`config.mk`:
```
export PLATFORM = sky130hd
export DESIGN_NAME = apb_req_arbiter_flat
export DESIGN_NICKNAME = d
export VERILOG_FILES = /design/src/rtl/apb_req_arbiter_pkg.sv /design/src/rtl/apb_req_arbiter_if.sv /design/src/rtl/apb_req_arbiter_rr_arbiter.sv /design/src/rtl/apb_req_arbiter.sv /design/src/flat_wrapper.sv
export SDC_FILE = /design/constraint.sdc
export NUM_CORES = 1
export LEC_CHECK = 0
export ABC_AREA = 1
export CORE_AREA = 2 2 169 171
export DETAILED_ROUTE_END_ITERATION = 12
export DIE_AREA = 0 0 171 173
export GPL_ROUTABILITY_DRIVEN = 0
export SLEW_MARGIN = 25
export SYNTH_ARGS = -nofsm -noshare
export SYNTH_HDL_FRONTEND = slang
export SYNTH_SLANG_ARGS = --single-unit
```
`constraint.sdc`:
```
create_clock -name PCLK -period 3 [get_ports PCLK]
set_input_delay 0.45 -clock PCLK [delete_from_list [all_inputs] [get_ports PCLK]]
set_output_delay 0.45 -clock PCLK [all_outputs]
set_load 0.005 [all_outputs]
```
`src/rtl/apb_req_arbiter_pkg.sv`:
```
// apb_arb_pkg: shared FSM state type, default sizes and APB phase detection for apb_req_arbiter
package apb_arb_pkg;
  localparam int NREQ_DEF = 4;
  localparam int AW_DEF = 32;
  localparam int DW_DEF = 32;
  typedef enum logic [2:0] {IDLE, SETUP, ACCESS, CAPTURE, RESP} arb_state_e;
  function automatic logic apb_complete(input logic psel, input logic penable, input logic pready);
    return psel & penable & pready;
  endfunction
  function automatic logic apb_setup(input logic psel, input logic penable);
    return psel & ~penable;
  endfunction
endpackage

```
`src/rtl/apb_req_arbiter_if.sv`:
```
// apb_req_arbiter_if: requester handshake plus APB master command/monitor signals
interface apb_req_arbiter_if import apb_arb_pkg::*; #(
  parameter int NREQ = NREQ_DEF,
  parameter int AW = AW_DEF,
  parameter int DW = DW_DEF
);
  logic [NREQ-1:0] req, req_write, gnt, done;
  logic [NREQ*AW-1:0] req_addr;
  logic [NREQ*DW-1:0] req_wdata;
  logic [DW-1:0] rdata;
  logic err;
  logic Transfer, Read_Write;
  logic [AW-1:0] apb_write_paddr, apb_read_paddr;
  logic [DW-1:0] apb_write_data;
  logic PSEL, PENABLE, PREADY, PSlavErr;
  logic [DW-1:0] read_dataout;
  modport master(
    output req, req_write, req_addr, req_wdata, PSEL, PENABLE, PREADY, PSlavErr, read_dataout,
    input gnt, done, rdata, err, Transfer, Read_Write, apb_write_paddr, apb_read_paddr, apb_write_data
  );
  modport slave(
    input req, req_write, req_addr, req_wdata, PSEL, PENABLE, PREADY, PSlavErr, read_dataout,
    output gnt, done, rdata, err, Transfer, Read_Write, apb_write_paddr, apb_read_paddr, apb_write_data
  );
endinterface

```
`src/rtl/apb_req_arbiter_rr_arbiter.sv`:
```
// rr_arbiter: combinational round-robin winner select, one-hot plus index.
// APB_ARB_PRIORITY_EN makes requester 0 win outright and removes it from the rotation.
module rr_arbiter import apb_arb_pkg::*; #(
  parameter int NREQ = NREQ_DEF,
  localparam int PW = $clog2(NREQ)
) (
  input  logic [NREQ-1:0] req,
  input  logic [PW-1:0]   ptr,
  output logic [NREQ-1:0] gnt,
  output logic [PW-1:0]   idx,
  output logic            any
);
  logic [NREQ-1:0] cand;
  logic [PW:0] s;
`ifdef APB_ARB_PRIORITY_EN
  assign cand = req[0] ? NREQ'(1) : {req[NREQ-1:1], 1'b0};
`else
  assign cand = req;
`endif
  assign any = |cand;
  // Scan from farthest to nearest offset so the first set bit at/after ptr wins.
  always_comb begin
    gnt = '0;
    idx = '0;
    s = '0;
    for (int i = NREQ - 1; i >= 0; i--) begin
      s = {1'b0, ptr} + (PW + 1)'(i);
      s = (s >= (PW + 1)'(NREQ)) ? s - (PW + 1)'(NREQ) : s;
      if (cand[s[PW-1:0]]) begin
        gnt = NREQ'(1) << s[PW-1:0];
        idx = s[PW-1:0];
      end
    end
  end
endmodule

```
`src/rtl/apb_req_arbiter.sv`:
```
// apb_req_arbiter: serialises per-requester APB transactions onto one APB master.
// Optional APB_ARB_PRIORITY_EN gives requester 0 absolute priority.
module apb_req_arbiter import apb_arb_pkg::*; #(
  parameter int NREQ = NREQ_DEF,
  parameter int AW = AW_DEF,
  parameter int DW = DW_DEF
) (
  input logic PCLK,
  input logic PRESET,
  apb_req_arbiter_if.slave bus
);
  localparam int PW = $clog2(NREQ);
  arb_state_e state_q, state_d;
  logic [NREQ-1:0] gnt_q, gnt_d, done_q, done_d, win_gnt;
  logic [PW-1:0] ptr_q, ptr_d, idx_q, idx_d, win_idx, ptr_nxt;
  logic win_any;
  logic transfer_q, transfer_d, rw_q, rw_d, err_q, err_d;
  logic [AW-1:0] addr_q, addr_d;
  logic [DW-1:0] wdata_q, wdata_d, rdata_q, rdata_d;
  rr_arbiter #(.NREQ(NREQ)) u_rr (
    .req(bus.req),
    .ptr(ptr_q),
    .gnt(win_gnt),
    .idx(win_idx),
    .any(win_any)
  );
  assign ptr_nxt = (idx_q == PW'(NREQ - 1)) ? '0 : idx_q + 1'b1;
  always_comb begin
    state_d = state_q;
    gnt_d = gnt_q;
    done_d = '0;
    ptr_d = ptr_q;
    idx_d = idx_q;
    transfer_d = transfer_q;
    rw_d = rw_q;
    err_d = err_q;
    addr_d = addr_q;
    wdata_d = wdata_q;
    rdata_d = rdata_q;
    case (state_q)
      IDLE: if (win_any) begin
        state_d = SETUP;
        gnt_d = win_gnt;
        idx_d = win_idx;
        transfer_d = 1'b1;
        rw_d = bus.req_write[win_idx];
        addr_d = bus.req_addr[win_idx*AW +: AW];
        wdata_d = bus.req_wdata[win_idx*DW +: DW];
      end
      SETUP: state_d = apb_setup(bus.PSEL, bus.PENABLE) ? ACCESS : SETUP;
      ACCESS: if (apb_complete(bus.PSEL, bus.PENABLE, bus.PREADY)) begin
        state_d = CAPTURE;
        transfer_d = 1'b0;
        err_d = bus.PSlavErr;
      end
      CAPTURE: begin
        state_d = RESP;
        rdata_d = rw_q ? '0 : bus.read_dataout;
        done_d = gnt_q;
      end
      RESP: begin
        state_d = IDLE;
        gnt_d = '0;
        err_d = 1'b0;
        rdata_d = '0;
`ifdef APB_ARB_PRIORITY_EN
        ptr_d = (idx_q == '0) ? ptr_q : ptr_nxt;
`else
        ptr_d = ptr_nxt;
`endif
      end
      default: state_d = IDLE;
    endcase
  end
  always_ff @(posedge PCLK) begin
    if (PRESET) begin
      state_q <= IDLE;
      gnt_q <= '0;
      done_q <= '0;
      ptr_q <= '0;
      idx_q <= '0;
      transfer_q <= 1'b0;
      rw_q <= 1'b0;
      err_q <= 1'b0;
      addr_q <= '0;
      wdata_q <= '0;
      rdata_q <= '0;
    end else begin
      state_q <= state_d;
      gnt_q <= gnt_d;
      done_q <= done_d;
      ptr_q <= ptr_d;
      idx_q <= idx_d;
      transfer_q <= transfer_d;
      rw_q <= rw_d;
      err_q <= err_d;
      addr_q <= addr_d;
      wdata_q <= wdata_d;
      rdata_q <= rdata_d;
    end
  end
  assign bus.gnt = gnt_q;
  assign bus.done = done_q;
  assign bus.rdata = rdata_q;
  assign bus.err = err_q;
  assign bus.Transfer = transfer_q;
  assign bus.Read_Write = rw_q;
  assign bus.apb_write_paddr = addr_q;
  assign bus.apb_read_paddr = addr_q;
  assign bus.apb_write_data = wdata_q;
endmodule

```
`src/flat_wrapper.sv`:
```
// flat-port wrapper written by rule: the top's interface ports become plain ports
module apb_req_arbiter_flat import apb_arb_pkg::*;
#(
  parameter int NREQ = NREQ_DEF,
  parameter int AW = AW_DEF,
  parameter int DW = DW_DEF
)
  (PCLK, PRESET, bus_req, bus_req_write, bus_req_addr, bus_req_wdata, bus_PSEL, bus_PENABLE, bus_PREADY, bus_PSlavErr, bus_read_dataout, bus_gnt, bus_done, bus_rdata, bus_err, bus_Transfer, bus_Read_Write, bus_apb_write_paddr, bus_apb_read_paddr, bus_apb_write_data);
  apb_req_arbiter_if #(.NREQ(NREQ), .AW(AW), .DW(DW)) bus_i ();
  input logic PCLK;
  input logic PRESET;
  input wire logic [$bits(bus_i.req)-1:0] bus_req;
  input wire logic [$bits(bus_i.req_write)-1:0] bus_req_write;
  input wire logic [$bits(bus_i.req_addr)-1:0] bus_req_addr;
  input wire logic [$bits(bus_i.req_wdata)-1:0] bus_req_wdata;
  input wire logic [$bits(bus_i.PSEL)-1:0] bus_PSEL;
  input wire logic [$bits(bus_i.PENABLE)-1:0] bus_PENABLE;
  input wire logic [$bits(bus_i.PREADY)-1:0] bus_PREADY;
  input wire logic [$bits(bus_i.PSlavErr)-1:0] bus_PSlavErr;
  input wire logic [$bits(bus_i.read_dataout)-1:0] bus_read_dataout;
  output wire logic [$bits(bus_i.gnt)-1:0] bus_gnt;
  output wire logic [$bits(bus_i.done)-1:0] bus_done;
  output wire logic [$bits(bus_i.rdata)-1:0] bus_rdata;
  output wire logic [$bits(bus_i.err)-1:0] bus_err;
  output wire logic [$bits(bus_i.Transfer)-1:0] bus_Transfer;
  output wire logic [$bits(bus_i.Read_Write)-1:0] bus_Read_Write;
  output wire logic [$bits(bus_i.apb_write_paddr)-1:0] bus_apb_write_paddr;
  output wire logic [$bits(bus_i.apb_read_paddr)-1:0] bus_apb_read_paddr;
  output wire logic [$bits(bus_i.apb_write_data)-1:0] bus_apb_write_data;
  assign bus_i.req = bus_req;
  assign bus_i.req_write = bus_req_write;
  assign bus_i.req_addr = bus_req_addr;
  assign bus_i.req_wdata = bus_req_wdata;
  assign bus_i.PSEL = bus_PSEL;
  assign bus_i.PENABLE = bus_PENABLE;
  assign bus_i.PREADY = bus_PREADY;
  assign bus_i.PSlavErr = bus_PSlavErr;
  assign bus_i.read_dataout = bus_read_dataout;
  assign bus_gnt = bus_i.gnt;
  assign bus_done = bus_i.done;
  assign bus_rdata = bus_i.rdata;
  assign bus_err = bus_i.err;
  assign bus_Transfer = bus_i.Transfer;
  assign bus_Read_Write = bus_i.Read_Write;
  assign bus_apb_write_paddr = bus_i.apb_write_paddr;
  assign bus_apb_read_paddr = bus_i.apb_read_paddr;
  assign bus_apb_write_data = bus_i.apb_write_data;
  apb_req_arbiter #(.NREQ(NREQ), .AW(AW), .DW(DW)) u_core (.PCLK(PCLK), .PRESET(PRESET), .bus(bus_i));
endmodule
```
# Word-level counts from Yosys, hierarchy flattened
# Index checks and enable logic that the tools add are counted.
# Widths: inputs -> output; s select.
# classes
reduce_logical,12
bitwise_logic,5
n_shift,6
addsub,8
n_eq_ne,7
muxes,36
magnitude_cmp,9
# op_table
op,n
$shiftx 128x8->32,2
$pmux 32 s2,1
$mux 32,1
$mux 2,10
$mux 4,5
$shl 1x2->4 const A,4
$lt 2x3->1 const B,5
$pmux 3 s4,1
$bmux 1 s2,5
$ge 3x3->1 const B,3
$mux 1,8
$pmux 4 s2,1
$reduce_and 2->1,4
$reduce_bool 2->1,4
$sub 2x1->2 const B,4
$add 2x2->3 const B,2
$eq 3x2->1 const B,2
$mux 3,2
$pmux 1 s2,2
$reduce_or 4->1,1
$add 2x1->3 const B,1
$and 1x1->1,3
$eq 3x1->1 const B,1
$eq 3x3->1 const B,1
other kinds (9),10
# word_totals
inputBits,302
register_bits,114

# Logic depth before layout (Yosys ltp)
# logic_depth
depth_word,11
depth_mapped,18

# Modules after synthesis
# A second synthesis with hierarchy kept.
# hier_totals
hier_cells,1515
hier_area_um2,8185.4
# by_module_without_submodules
module,seq_area_each_um2,instances,area_per_inst_um2,cells_each
apb_req_arbiter,2282.2,1,7721.2,1432
rr_arbiter,0.0,1,464.2,83

# Least setup slack after synthesis
# Ideal clock, no wire load.
# synth_path
path_type,reg-to-reg
startpoint,register u_core.ptr_q[0]
endpoint,"register u_core.addr_q[5], in the netlist u_core.bus.apb_read_paddr[5]"
path_stages_with_launch,18
t_arrival_ns,2.086
path_buffers,3
synth_period_minus_slack_ns,2.194
setup_ns,0.109
required_ns,2.891
path_slack_ns,0.806
cell_sequence,dfxtp_1 > buf_4 > inv_4 > ha_1 > inv_1 > nand3_1 > nand2_2 > inv_2 > nand2_1 > nand2_1 > nand2_2 > buf_4 > buf_2 > nand3_1 > nand3_1 > nand3_1 > nand2_1 > inv_1
# synth_via
elab_chain_cells,10
word_cells_on_any_way,28
cone_classes,add/sub: 7; order compare: 4; shift: 1; mux: 16
# synth_lines
element,line,text
"start, declared",apb_req_arbiter.sv:15,"logic [PW-1:0] ptr_q, ptr_d, idx_q, idx_d, win_idx, ptr_nxt;"
"start signal, assigned",apb_req_arbiter.sv:92,ptr_q <= ptr_d;
$add 2x2->3,apb_req_arbiter_rr_arbiter.sv:27,"s = {1'b0, ptr} + (PW + 1)'(i);"
$ge 3x3->1 / $sub 2x1->2 (equally long branches),apb_req_arbiter_rr_arbiter.sv:28,s = (s >= (PW + 1)'(NREQ)) ? s - (PW + 1)'(NREQ) : s;
$mux 2,apb_req_arbiter_rr_arbiter.sv:28,
$bmux 1 s2,apb_req_arbiter_rr_arbiter.sv:29,if (cand[s[PW-1:0]]) begin
$mux 1 (not written as such),apb_req_arbiter_rr_arbiter.sv:29,
$mux 2 (3 in a row),apb_req_arbiter_rr_arbiter.sv:29,
$mux 2 *,apb_req_arbiter_rr_arbiter.sv:29,
$shiftx 128x8->32 *,apb_req_arbiter.sv:47,addr_d = bus.req_addr[win_idx*AW +: AW];
"end signal, assigned",apb_req_arbiter.sv:97,addr_q <= addr_d;
"end, declared",apb_req_arbiter.sv:18,"logic [AW-1:0] addr_q, addr_d;"
# Every way passes the cells marked *; elsewhere a longest branch is shown, timed or not. The select of a mux whose other input is x is not followed.
# A chain may end at the register's enable or synchronous reset.

# Worst setup path in the final report
# layout_path
startpoint,register u_core.ptr_q[1]
endpoint,"register u_core.addr_q[27], in the netlist u_core.bus.apb_read_paddr[27]"
# Same word-level chain as after synthesis.

==> summary.txt <==
Layout
  – Fill count: 2850
  – Post-route cell area: 0.01328 mm^2
  – Syn-to-layout area delta: 62.63%
  – Area of the multi-input gates: 0.004145 mm^2
  – Layout cells sized above 1: 4.269%
  – Commonest non-fill, non-tap cell in the layout: clkdlybuf4s50_1
  – Commonest non-fill, non-tap cells in the layout: 439 x clkdlybuf4s50_1, 339 x nand3_1, 279 x inv_1, 222 x nand2_1, 141 x nor2_1
  – FF/Latch Area: 0.002282 mm^2
  – Final Non-Filler Cells: 2138
  – Layout net count: 2055

Power and ir drop
  – Internal power: 3.960 mW
  – Lkg Pwr: 6.410 nW
  – Seq pwr share: 30.6%
  – Logic gate share of total power: 32.2%
  – Clock power frac: 37.2%
  – Psw: 1.848 mW
  – Worst VDD drop: 0.0002827 V
  – Pwr/cell area: 437.5 mW/mm^2
  – Sw Ratio: 31.82%
  – Overall Power: 5.808 mW

Clocking
  – CTS tree: done
  – Sink Count: 114
  – Clk slew on worst S/H paths: 60 ps
  – Post-CTS Setup Repair Bufs: 0
  – Worst-Skew Late Latency: 420 ps
  – Clk buf depth: 2
  – H-tree Lvls: 4
  – Total CTS buffers: 17
  – Root Driver: clkbuf_16

Floorplanning
  – Die area: 0.02958 mm^2
  – Chip width: 171 um
  – Starting Density: 29.54%
  – Die Y: 173 um
  – Row count: 61
  – I/O pin total: 441
  – Total core area: 0.02763 mm^2

Placement
  – IO buf count: 440
  – Dpl ws: 282.9 ps
  – Dpl cells: 2103
  – Placement-stage cell area: 0.01265 mm^2
  – DP HPWL: 23.76 mm

Timing
  – Measured slew at the worst slew-check pin: 982.3 ps
  – Setup TNS: 0 ps
  – Period utilization: 90.81%
  – Final Skew: 10.75 ps
  – RSZ-0062 raised after global routing: no
  – Setup Viol. Count Final: 0
  – Tmin final: 2724 ps
  – Achievable Freq: 367.1 MHz
  – Final hold vios: 0
  – Max Slew Vio Count: 0
  – Post-route setup slack: 275.6 ps
  – Max_slew headroom: 34.11%

Global routing
  – First-pass GRT wire length: 50.53 mm
  – Vias in the first global route: 9331
  – Total global-route track usage: 21.61%
  – GRT Residual Overflow: 0
  – Maximum number of pins on one net before global-route repair: 88
  – Initial antenna violation count: 4

Setup path
  – Critical Path Fanout Max: 30
  – Worst EP required: 3310 ps
  – CP Launch Type: flop
  – WS Path Type: reg2reg
  – Arr. time, crit path: 3040 ps
  – CP Capture Type: flop

Synth
  – Synth Flop Type: dfxtp_1
  – Cell Area, Synth: 0.008163 mm^2
  – Warnings, synthesis: 0
  – Post-synthesis cell type count: 26
  – Cell count after synthesis: 1384
  – Synth Area per Inst: 5.898 um^2
  – Register area share after synthesis: 27.96%
  – Number of flops mapped to enable cells by yosys: 0
  – Post-Syn Nets: 1695
  – Ys async rst share: 0%
  – Synth Register Bits: 114

Drt
  – Post-route ant nets: 0
  – Via density: 4.620
  – Post-DR wirelength/cell: 15.47 um
  – DRC: 0
  – Iter 0 DRT Violations: 602
  – Via count: 9877
  – WL final: 33.08 mm
  – First-pass DRT Iterations: 5

Worst hold path
  – Hold WC Path Type: reg2reg

Run
  – MaxCap Viol Count: 0

Run status
  – Status: complete, no violations
==> state kept, by name (all words and copies together), names as in the netlist <==
name / count
u_core.bus.apb_read_paddr: 32
u_core.bus.apb_write_data: 32
u_core.bus.rdata: 32
u_core.bus.done: 4
u_core.bus.gnt: 4
u_core.state_q: 3
u_core.idx_q: 2
u_core.ptr_q: 2
u_core.bus.Read_Write: 1
u_core.bus.Transfer: 1
u_core.bus.err: 1
==> per-layer routing <==
metal  track usage, %  up-vias  routed length, um
li1                 -     4985                  -
met1            25.14     4475              13400
met2            37.85      373              16210
met3            6.203       42               2796
met4            6.886        2                664
met5                0        -                 12
==> cell usage after synthesis, types with 7 or more instances <==
| master | number | area [um^2] |
|---|---|---|
| ha_1 | 9 | 112.6 |
| nand3_1 | 339 | 1697 |
| nand3b_1 | 65 | 488.0 |
| nor2_1 | 141 | 529.3 |
| o21ai_0 | 12 | 60.06 |
| a21oi_1 | 47 | 235.2 |
| nand2_2 | 7 | 43.79 |
| inv_1 | 280 | 1051 |
| dfxtp_1 | 114 | 2282 |
| nand2_1 | 222 | 833.3 |
| buf_4 | 44 | 330.3 |
| buf_2 | 40 | 200.2 |
| clkbuf_1 | 36 | 135.1 |
==> worst max-delay path, cell delays in order (launching register included) <==
cell,delay (ps)
dfxtp_1,480
inv_1,210
ha_1,400
inv_1,50
nand3_1,120
nand2_2,110
inv_2,120
nand2_1,60
nand2_1,100
nand2_4,90
nand2_4,120
buf_4,330
nand2_1,90
nand3_1,140
nand3_1,90
nand2_1,70
inv_1,30
==> layout make-up <==
type / instances / share of cell area (%)
multi-input combinational: 859 / 31.23
tap: 378 / 3.563
timing repair buffer: 466 / 35.25
clock buffer: 17 / 3.205
clock inverter: 15 / 1.385
sequential: 114 / 17.19
inverter: 286 / 8.124
antenna: 3 / 0.05655
==> path summary, 6_finish.rpt <==
path	startpoint	endpoint	slack, ps	depth (start not counted)
min reg2reg	u_core.bus.gnt[0]	u_core.bus.done[0]	450	2
max reg2reg	u_core.ptr_q[1]	u_core.bus.apb_read_paddr[27]	280	16
max	u_core.ptr_q[1]	u_core.bus.apb_read_paddr[27]	280	16
min	u_core.bus.gnt[0]	u_core.bus.done[0]	450	2
==> kinds of logic (layout without fill, tap and decap cells) <==
family                   after synthesis  count (layout)  synth area share [%]
AO/OA/AOI/OAI                         67              67                 4.384
adder cells (fa/ha/maj)                9               9                 1.380
buffers and inverters                411             784                 21.66
flip-flops                           114             114                 27.96
other                                  0               3                     0
AND/OR/NAND/NOR                      783             783                 44.62
==> power by group through the flow <==
stage	Sequential (mW)	Combinational, mW	Clock, mW
2_1_floorplan	1.79	0.924	0
4_1_cts	1.78	1.89	2.23
6_report	1.78	1.87	2.16
3_5_place_dp	1.81	1.88	0
5_1_grt	1.80	2.07	2.29
3_3_place_gp	1.81	1.87	0
==> per-stage QoR <==
step | utilization (%) | hold WS [ps]
floorplan | - | 437.9
global placement | 45.79 | 444.7
detailed placement | 45.79 | 447.2
CTS | 47.99 | 455.8
global route | 48.05 | 470.1
finish | 48.05 | 448.6
==> repair_timing <==
action | 4_1_cts | 5_1_grt
gates resized for setup | 0 | 2
hold buffers | 0 | 0
endpoints found under the setup margin | 0 | 1
(Power assumes the default switching activity.)
